$ cat src/rtl/fdiv_prog_nch_if.sv
// rtl/fdiv_prog_nch_if.sv - control/output bundle for the N_CH programmable divider
// Optional tick_cnt signal exists only when FDIV_TICKCNT_EN is defined.
interface fdiv_prog_nch_if #(
  parameter int N_CH  = 2,
  parameter int CNT_W = 16
);
  logic [N_CH-1:0]       en;
  logic [N_CH-1:0]       mode;
  logic [N_CH-1:0]       div_ld;
  logic [N_CH*CNT_W-1:0] div_in;
  logic [N_CH-1:0]       tick;
  logic [N_CH-1:0]       clk_out;
`ifdef FDIV_TICKCNT_EN
  logic [N_CH*8-1:0]     tick_cnt;
`endif

  modport master (
    output en, mode, div_ld, div_in,
    input  tick, clk_out
`ifdef FDIV_TICKCNT_EN
    , input tick_cnt
`endif
  );

  modport slave (
    input  en, mode, div_ld, div_in,
    output tick, clk_out
`ifdef FDIV_TICKCNT_EN
    , output tick_cnt
`endif
  );
endinterface

$ cat src/rtl/fdiv_prog_nch.sv
// rtl/fdiv_prog_nch.sv - N_CH programmable clock divider with shadowed divisors
// Define FDIV_TICKCNT_EN to add per-channel 8-bit tick counters on bus.tick_cnt.
module fdiv_prog_nch #(
  parameter int N_CH        = 2,
  parameter int CNT_W       = 16,
  parameter int DEFAULT_DIV = 1000
) (
  input logic            clk_in,
  input logic            rst_n,
  fdiv_prog_nch_if.slave bus
);

  localparam logic [CNT_W-1:0] DEF_DIV = CNT_W'(DEFAULT_DIV);
  localparam logic [CNT_W-1:0] ONE     = CNT_W'(1);
  localparam logic [CNT_W:0]   ONE_X   = (CNT_W+1)'(1);

  logic [CNT_W-1:0] cnt_q     [N_CH];
  logic [CNT_W-1:0] cnt_d     [N_CH];
  logic [CNT_W-1:0] act_div_q [N_CH];
  logic [CNT_W-1:0] act_div_d [N_CH];
  logic [CNT_W-1:0] shadow_q  [N_CH];
  logic [CNT_W-1:0] shadow_d  [N_CH];
  logic [CNT_W-1:0] d_eff     [N_CH];
  logic [CNT_W-1:0] ld_val    [N_CH];
  logic [CNT_W:0]   half      [N_CH];
  logic [N_CH-1:0]  pend_q, pend_d;
  logic [N_CH-1:0]  tick_q, tick_d;
  logic [N_CH-1:0]  clk_q, clk_d;
  logic [N_CH-1:0]  wrap;
  logic [N_CH-1:0]  sq;

`ifdef FDIV_TICKCNT_EN
  logic [7:0] tcnt_q [N_CH];
  logic [7:0] tcnt_d [N_CH];
`endif

  always_comb begin
    for (int k = 0; k < N_CH; k++) begin
      cnt_d[k]     = cnt_q[k];
      act_div_d[k] = act_div_q[k];
      shadow_d[k]  = shadow_q[k];
      pend_d[k]    = pend_q[k];
      tick_d[k]    = 1'b0;
      clk_d[k]     = 1'b0;
      ld_val[k]    = bus.div_in[k*CNT_W +: CNT_W];
      // A zero divisor behaves as divide-by-one.
      d_eff[k]     = (act_div_q[k] == '0) ? ONE : act_div_q[k];
      half[k]      = ({1'b0, d_eff[k]} + ONE_X) >> 1;
      wrap[k]      = bus.en[k] && (cnt_q[k] == d_eff[k] - ONE);
      sq[k]        = 1'b0;

      if (!bus.en[k]) begin
        cnt_d[k] = '0;
        if (bus.div_ld[k]) begin
          act_div_d[k] = ld_val[k];
          shadow_d[k]  = ld_val[k];
          pend_d[k]    = 1'b0;
        end
      end else begin
        if (wrap[k]) begin
          cnt_d[k]  = '0;
          tick_d[k] = 1'b1;
          // A load on the wrap edge bypasses the shadow.
          if (bus.div_ld[k]) begin
            act_div_d[k] = ld_val[k];
            shadow_d[k]  = ld_val[k];
            pend_d[k]    = 1'b0;
          end else if (pend_q[k]) begin
            act_div_d[k] = shadow_q[k];
            pend_d[k]    = 1'b0;
          end
        end else begin
          cnt_d[k] = cnt_q[k] + ONE;
          if (bus.div_ld[k]) begin
            shadow_d[k] = ld_val[k];
            pend_d[k]   = 1'b1;
          end
        end
        // Square phase uses the divisor of the period being counted.
        sq[k]    = ({1'b0, cnt_d[k]} < half[k]);
        clk_d[k] = bus.mode[k] ? sq[k] : tick_d[k];
      end
    end
  end

`ifdef FDIV_TICKCNT_EN
  always_comb begin
    for (int k = 0; k < N_CH; k++) begin
      tcnt_d[k] = tcnt_q[k];
      if (!bus.en[k]) begin
        tcnt_d[k] = '0;
      end else if (tick_d[k]) begin
        tcnt_d[k] = tcnt_q[k] + 8'd1;
      end
    end
  end

  always_ff @(posedge clk_in or negedge rst_n) begin
    if (!rst_n) begin
      for (int k = 0; k < N_CH; k++) tcnt_q[k] <= '0;
    end else begin
      for (int k = 0; k < N_CH; k++) tcnt_q[k] <= tcnt_d[k];
    end
  end

  always_comb begin
    for (int k = 0; k < N_CH; k++) bus.tick_cnt[k*8 +: 8] = tcnt_q[k];
  end
`endif

  always_ff @(posedge clk_in or negedge rst_n) begin
    if (!rst_n) begin
      for (int k = 0; k < N_CH; k++) begin
        cnt_q[k]     <= '0;
        act_div_q[k] <= DEF_DIV;
        shadow_q[k]  <= DEF_DIV;
      end
      pend_q <= '0;
      tick_q <= '0;
      clk_q  <= '0;
    end else begin
      for (int k = 0; k < N_CH; k++) begin
        cnt_q[k]     <= cnt_d[k];
        act_div_q[k] <= act_div_d[k];
        shadow_q[k]  <= shadow_d[k];
      end
      pend_q <= pend_d;
      tick_q <= tick_d;
      clk_q  <= clk_d;
    end
  end

  assign bus.tick    = tick_q;
  assign bus.clk_out = clk_q;

endmodule

$ cat src/flat_wrapper.sv
// flat-port wrapper written by rule: the top's interface ports become plain ports
module fdiv_prog_nch_flat 
#(
  parameter int N_CH        = 2,
  parameter int CNT_W       = 16,
  parameter int DEFAULT_DIV = 1000
)
  (clk_in, rst_n, bus_en, bus_mode, bus_div_ld, bus_div_in, bus_tick, bus_clk_out);
  fdiv_prog_nch_if #(.N_CH(N_CH), .CNT_W(CNT_W)) bus_i ();
  input logic clk_in;
  input logic rst_n;
  input wire logic [$bits(bus_i.en)-1:0] bus_en;
  input wire logic [$bits(bus_i.mode)-1:0] bus_mode;
  input wire logic [$bits(bus_i.div_ld)-1:0] bus_div_ld;
  input wire logic [$bits(bus_i.div_in)-1:0] bus_div_in;
  output wire logic [$bits(bus_i.tick)-1:0] bus_tick;
  output wire logic [$bits(bus_i.clk_out)-1:0] bus_clk_out;
  assign bus_i.en = bus_en;
  assign bus_i.mode = bus_mode;
  assign bus_i.div_ld = bus_div_ld;
  assign bus_i.div_in = bus_div_in;
  assign bus_tick = bus_i.tick;
  assign bus_clk_out = bus_i.clk_out;
  fdiv_prog_nch #(.N_CH(N_CH), .CNT_W(CNT_W), .DEFAULT_DIV(DEFAULT_DIV)) u_core (.clk_in(clk_in), .rst_n(rst_n), .bus(bus_i));
endmodule
$ cat config.mk
export PLATFORM = sky130hd
export DESIGN_NAME = fdiv_prog_nch_flat
export DESIGN_NICKNAME = d
export VERILOG_FILES = /design/src/rtl/fdiv_prog_nch_if.sv /design/src/rtl/fdiv_prog_nch.sv /design/src/flat_wrapper.sv
export SDC_FILE = /design/constraint.sdc
export NUM_CORES = 1
export LEC_CHECK = 0
export ABC_AREA = 1
export CAP_MARGIN = 20
export CORE_AREA = 2 2 126 98
export CTS_CLUSTER_DIAMETER = 80
export DETAILED_ROUTE_END_ITERATION = 8
export DIE_AREA = 0 0 128 100
export PLACE_DENSITY_LB_ADDON = 0.08
export SKIP_LAST_GASP = 1
export SLEW_MARGIN = 30
export SYNTH_ARGS = -nofsm -noshare
export SYNTH_HDL_FRONTEND = slang
export SYNTH_SLANG_ARGS = --single-unit
$ cat constraint.sdc
create_clock -name clk_in -period 7.4 [get_ports clk_in]
set_input_delay 1.48 -clock clk_in [delete_from_list [all_inputs] [get_ports clk_in]]
set_output_delay 1.48 -clock clk_in [all_outputs]
set_load 0.03 [all_outputs]
---- Word level (Yosys, flattened, before mapping) ----
Cells that the tools add are included.
storage, ports and cells
  register bits ........................... 102
  bits of input ports ..................... 40
  output and inout bits ................... 4
  logic and storage cells ................. 70
operators by class
  add/sub/neg operators ................... 6
  $lt $le $gt $ge ......................... 2
  equal/unequal tests ..................... 6
  muxes and demuxes ....................... 34
  reductions and logical operators ........ 12
operator list
  operator                                               number
  two-way mux 16 bit                                     18
  adder 16 x 1 -> 17 bit, second input constant          2
  adder 16 x 1 -> 16 bit, second input constant          2
  equality test 16 bit                                   2
  zero test 16 bit                                       2
  less-than comparator 16 bit                            2
  subtractor 16 x 1 -> 16 bit, second input constant     2
  two-way mux 1 bit                                      16
  nonzero test 2 bit                                     4
  inequality test 3 x 2 -> 1 bit, second input constant  2
  AND reduction 3 bit                                    2
  inequality test 2 x 1 -> 1 bit, second input constant  2
  AND reduction 2 bit                                    2
  logical AND 1 bit                                      2

---- Depth between registers and ports, before layout ----
  depth after elaboration ................. 10
  gate-level depth with buffers ........... 32
  gate-level depth less buffers ........... 30

---- Worst setup path before layout ----
No wires, ideal clock.
  path type ............................... flip-flop to flip-flop
  start ................................... reg u_core.act_div_q[21] (netlist bit)
  end ..................................... reg u_core.clk_q[0] (netlist: u_core.bus.clk_out[0])
  setup time .............................. 0.065 ns
  arrival time ............................ 3.456 ns
  required time ........................... 7.335 ns
  path slack .............................. 3.879 ns
  stages on the path, launching flop included .. 30
  buffers on the path ..................... 1
  period minus slack after synthesis ...... 3.521 ns
  cells stage by stage .................... dfstp_2 > nor2_2 > nand2_1 > nor2_1 > nand2_2 > nand2_2 > inv_2 > ha_1 > nand2_1 > nor2_2 > nand2_1 > nand2_1 > nand2_1 > nand2_1 > nand2_1 > nor2_1 > nand2_1 > nor2_1 > nand4_1 > inv_1 > buf_2 > nor2_1 > ha_1 > a21oi_1 > nor2_1 > a211oi_1 > o2111ai_1 > a21oi_1 > nand2_1 > nand2_1
between the ends
  longest elaborated chain between the ends .. 10
  elaborated cells between the ends (all ways) .. 12
  classes of those cells .................. 2 x add/sub; 1 x order compare; 1 x eq/ne; 6 x mux; 2 x reduce/logical
RTL lines
  element                          RTL line              source
  start, declared                  fdiv_prog_nch.sv:19   logic [CNT_W-1:0] act_div_q [N_CH];
  start signal, assigned by index  fdiv_prog_nch.sv:124  act_div_q[k] <= act_div_d[k];
  zero test 16 bit                 fdiv_prog_nch.sv:47   d_eff[k] = (act_div_q[k] == '0) ? ONE : act_div_q[k];
  two-way mux 16 bit (*)           fdiv_prog_nch.sv:47
  subtractor 16 x 1 -> 16 bit      fdiv_prog_nch.sv:49   wrap[k] = bus.en[k] && (cnt_q[k] == d_eff[k] - ONE);
  equality test 16 bit             fdiv_prog_nch.sv:49
  logical AND 1 bit                fdiv_prog_nch.sv:49
  two-way mux 16 bit               fdiv_prog_nch.sv:60   if (wrap[k]) begin
  two-way mux 16 bit               fdiv_prog_nch.sv:52   if (!bus.en[k]) begin
  less-than comparator 16 bit      fdiv_prog_nch.sv:80   sq[k] = ({1'b0, cnt_d[k]} < half[k]);
  two-way mux 1 bit (*)            fdiv_prog_nch.sv:81   clk_d[k] = bus.mode[k] ? sq[k] : tick_d[k];
  two-way mux 1 bit (*)            fdiv_prog_nch.sv:52
  via u_core.clk_d[0]              fdiv_prog_nch.sv:28   logic [N_CH-1:0] clk_q, clk_d;
  end signal, assigned             fdiv_prog_nch.sv:129  clk_q <= clk_d;
  end, declared                    fdiv_prog_nch.sv:28
Mark *: on every way through the listed nets, which the timed path passes. The rest lies on a longest branch. The select of a mux whose other input is x is not followed.
A chain may end at the register's enable or synchronous reset.

---- Final worst setup path ----
Same ends and word-level chain as after synthesis.

==> impl_metrics.toml <==
[outcome]
status = "completed"

[sta]
setup_tns_ns = 0
skew_ns = 0.01135
max_slew_margin_pct = 41.80
hold_violations = 0
fmax_ghz = 0.2490
slew_viol_final = 0
fin_crit_sh_pct = 54.28
timing.final.crit_period_ns = 4.017
worst_pin_slew_ns = 0.8721
setup_viol_count_final = 0
rsz0062_at_grt = "false"

[power]
p_per_area_mw_per_mm2 = 200.5
power_leakage_nw = 4.100
power_frac_seq_pct = 40.7
clockPowerShare_pct = 30.6
switching_power_mw = 0.5922
p_comb_share_pct = 28.7
internal_power_mw = 1.066
netSwitchingFraction_pct = 35.72
max-vdd-ir-drop_v = 0.0001438

[finish]
nets = 1144
multiInputGateArea_mm2 = 0.004064
syn_to_final_growth_pct = 10.89
antenna_cells = 0
regArea_mm2 = 0.002582
nFillCells = 1025
mostFrequentLayoutCells = "nand2_1 (261), inv_1 (156), nor2_1 (124)"
drive_gt1_share_pct = 12.00
final_common_cell = "nand2_1"
utilization_pct = 70.44

[place]
hpwl_um = 13050
place_congestion = 0.9455
io_buffers = 43

[cts]
clock-root-buffer = "clkbuf_16"
cts_num_sinks = 102
cts.clk_slew.worst_paths_ns = 0.08
post_cts_buffers = 0
hold_buffers = 0
cts_buffers = 9
h-tree-depth = 3
clockBufferDepth = 2
post_cts_resized = 0
clock_latency_ns = 0.36
cts_tree = "built"

[setup_path]
path_max_fanout = 16
required_ns = 7.70
crit_path_start_kind = "flip-flop"
slowest_delay_ns = 0.57
arrival_ns = 4.32
slowest_stage = "dfstp_2"
path_class = "flip-flop to flip-flop"
crit_path_frequent_cell = "nand2_1"
end_kind = "flip-flop"
crit_family = "simple AND/OR/NAND/NOR gates"
cp.buffers_inverters = 2

[drt]
dr.pass1.iters = 5
drt_wl_total_um = 17140
drt_iter0_drc = 518
drtAntennaViolNets = 0
num_vias = 6467
wl_per_cell_um = 14.01
vias_per_cell = 5.288
drc_errors = 0

[floorplan]
initial_core_util_pct = 63.52
rows = 35
ioPinCount = 44
die_area_mm2 = 0.01280
die_w_um = 128
core_area_mm2 = 0.01174
dieHeight_um = 100

[grt]
grt_max_degree = 69
grt_pass1_vias = 5853
antenna_found_initial = 0
grt.overflow.total = 0
grt.total_usage_pct = 29.18
grt_pass1_wl_um = 29370

[yosys]
syn_nets = 1112
synth_edf_count = 0
synthFlopType = "dfrtp_1"
netlist_area_mm2 = 0.007455
ys_warn_count = 0
synth.distinct_cells = 49
synthArstFlopShare_pct = 100.0
syn_area_per_cell_um2 = 7.182
seq_area_frac_synth_pct = 34.64
netlist_instances = 1038
ys_ff_latch = 102

[min_path]
hp-class = "flip-flop to flip-flop"

[run]
max_cap_violations = 0
[registers in the layout (all words and copies together), names as in the netlist]
| register | count |
|---|---|
| u_core.bus.tick | 2 |
| u_core.act_div_q | 32 |
| u_core.shadow_q | 32 |
| u_core.bus.clk_out | 2 |
| u_core.cnt_q | 32 |
| u_core.pend_q | 2 |
[power by group through the flow]
stage,Clock (mW),Combinational [mW],Sequential [mW]
5_1_grt,0.540,0.544,0.682
3_3_place_gp,0,0.461,0.681
3_5_place_dp,0,0.467,0.684
6_report,0.507,0.476,0.675
4_1_cts,0.516,0.471,0.673
2_1_floorplan,0,0.360,0.668
[cells in the mapped netlist (4+ instances only)]
cell type | instances | area share (%)
clkinv_1 | 4 | 0.20
a211oi_1 | 4 | 0.40
a21oi_1 | 13 | 0.87
buf_2 | 7 | 0.47
nor3_2 | 7 | 0.94
nand3_1 | 52 | 3.5
clkbuf_1 | 12 | 0.60
o21ai_2 | 15 | 1.8
inv_2 | 14 | 0.70
dfrtp_1 | 78 | 26
nand4_1 | 11 | 0.92
nor3_1 | 11 | 0.74
o211ai_2 | 14 | 2.3
nand2_1 | 261 | 13
nor2_4 | 4 | 0.60
nor2_1 | 124 | 6.2
o21ai_1 | 15 | 1.0
o21ai_0 | 66 | 4.4
nor2_2 | 10 | 0.84
inv_1 | 156 | 7.9
xnor2_1 | 12 | 1.4
ha_1 | 34 | 5.7
dfstp_2 | 24 | 8.5
nand2_2 | 7 | 0.59
xor2_1 | 44 | 5.2
[worst register-to-register path, delay by kind of cell (launching register included)]
kind,cells,cell delay [ns]
DFF,1,0.57
AOI/OAI and AO/OA,4,0.60
buffers and inverters,2,0.47
and+or+nand+nor,20,1.78
adders and majority gates,2,0.55
[per-layer routing]
metal / vias to the layer above / wire (µm) / global-route usage [%]
met3: 15 / 1373 / 5.117
met4: 0 / 163 / 5.410
li1: 3316 / - / -
met2: 231 / 6347 / 38.50
met5: - / 0 / 0
met1: 2905 / 9250 / 49.14
[cell type report]
class / instances / share of cell area [%]
tap: 148 / 2.240
clock buffer: 9 / 2.724
inverter: 174 / 7.901
clock inverter: 7 / 1.044
sequential: 102 / 31.24
timing repair buffer: 47 / 5.691
multi-input combinational: 736 / 49.16
[final timing paths]
kind	slack, ns	start	depth (start not counted)	end
worst min-delay path	0.49	u_core.shadow_q[15]$_DFFE_PN0P_	2	u_core.shadow_q[15]$_DFFE_PN0P_
max in group asynchronous	5.24	rst_n	3	u_core.act_div_q[9]$_DFFE_PN1P_
worst max-delay path	3.38	u_core.act_div_q[21]$_DFFE_PN1P_	28	u_core.bus.clk_out[0]$_DFF_PN0_
worst max register to register	3.38	u_core.act_div_q[21]$_DFFE_PN1P_	28	u_core.bus.clk_out[0]$_DFF_PN0_
min in group asynchronous	1.06	rst_n	1	u_core.shadow_q[18]$_DFFE_PN0P_
worst min register to register	0.49	u_core.shadow_q[15]$_DFFE_PN0P_	2	u_core.shadow_q[15]$_DFFE_PN0P_
[kinds of logic after synthesis]
kind of cell | Yosys count | share of synthesized area [%]
buffers and inverters | 200 | 10.84
DFF | 102 | 34.64
AOI/OAI and AO/OA | 135 | 11.67
adders and majority gates | 34 | 5.707
xor gates and xnor gates | 57 | 6.881
and+or+nand+nor | 510 | 30.26
[per-stage QoR]
step           cell area (µm²)  total power, mW  setup slack, ns  hold WS [ns]  std cells
2_1_floorplan             7455            1.028            3.879        0.4379       1038
3_3_place_gp              7935            1.142            3.379        0.4542       1206
3_5_place_dp              7935            1.151            3.335        0.4669       1206
4_1_cts                   8247            1.661            3.425        0.4849       1222
5_1_grt                   8267            1.766            2.952        0.5018       1223
6_report                  8267            1.658            3.383        0.4857       1223
Note: power is estimated with default switching activity, not from simulation.
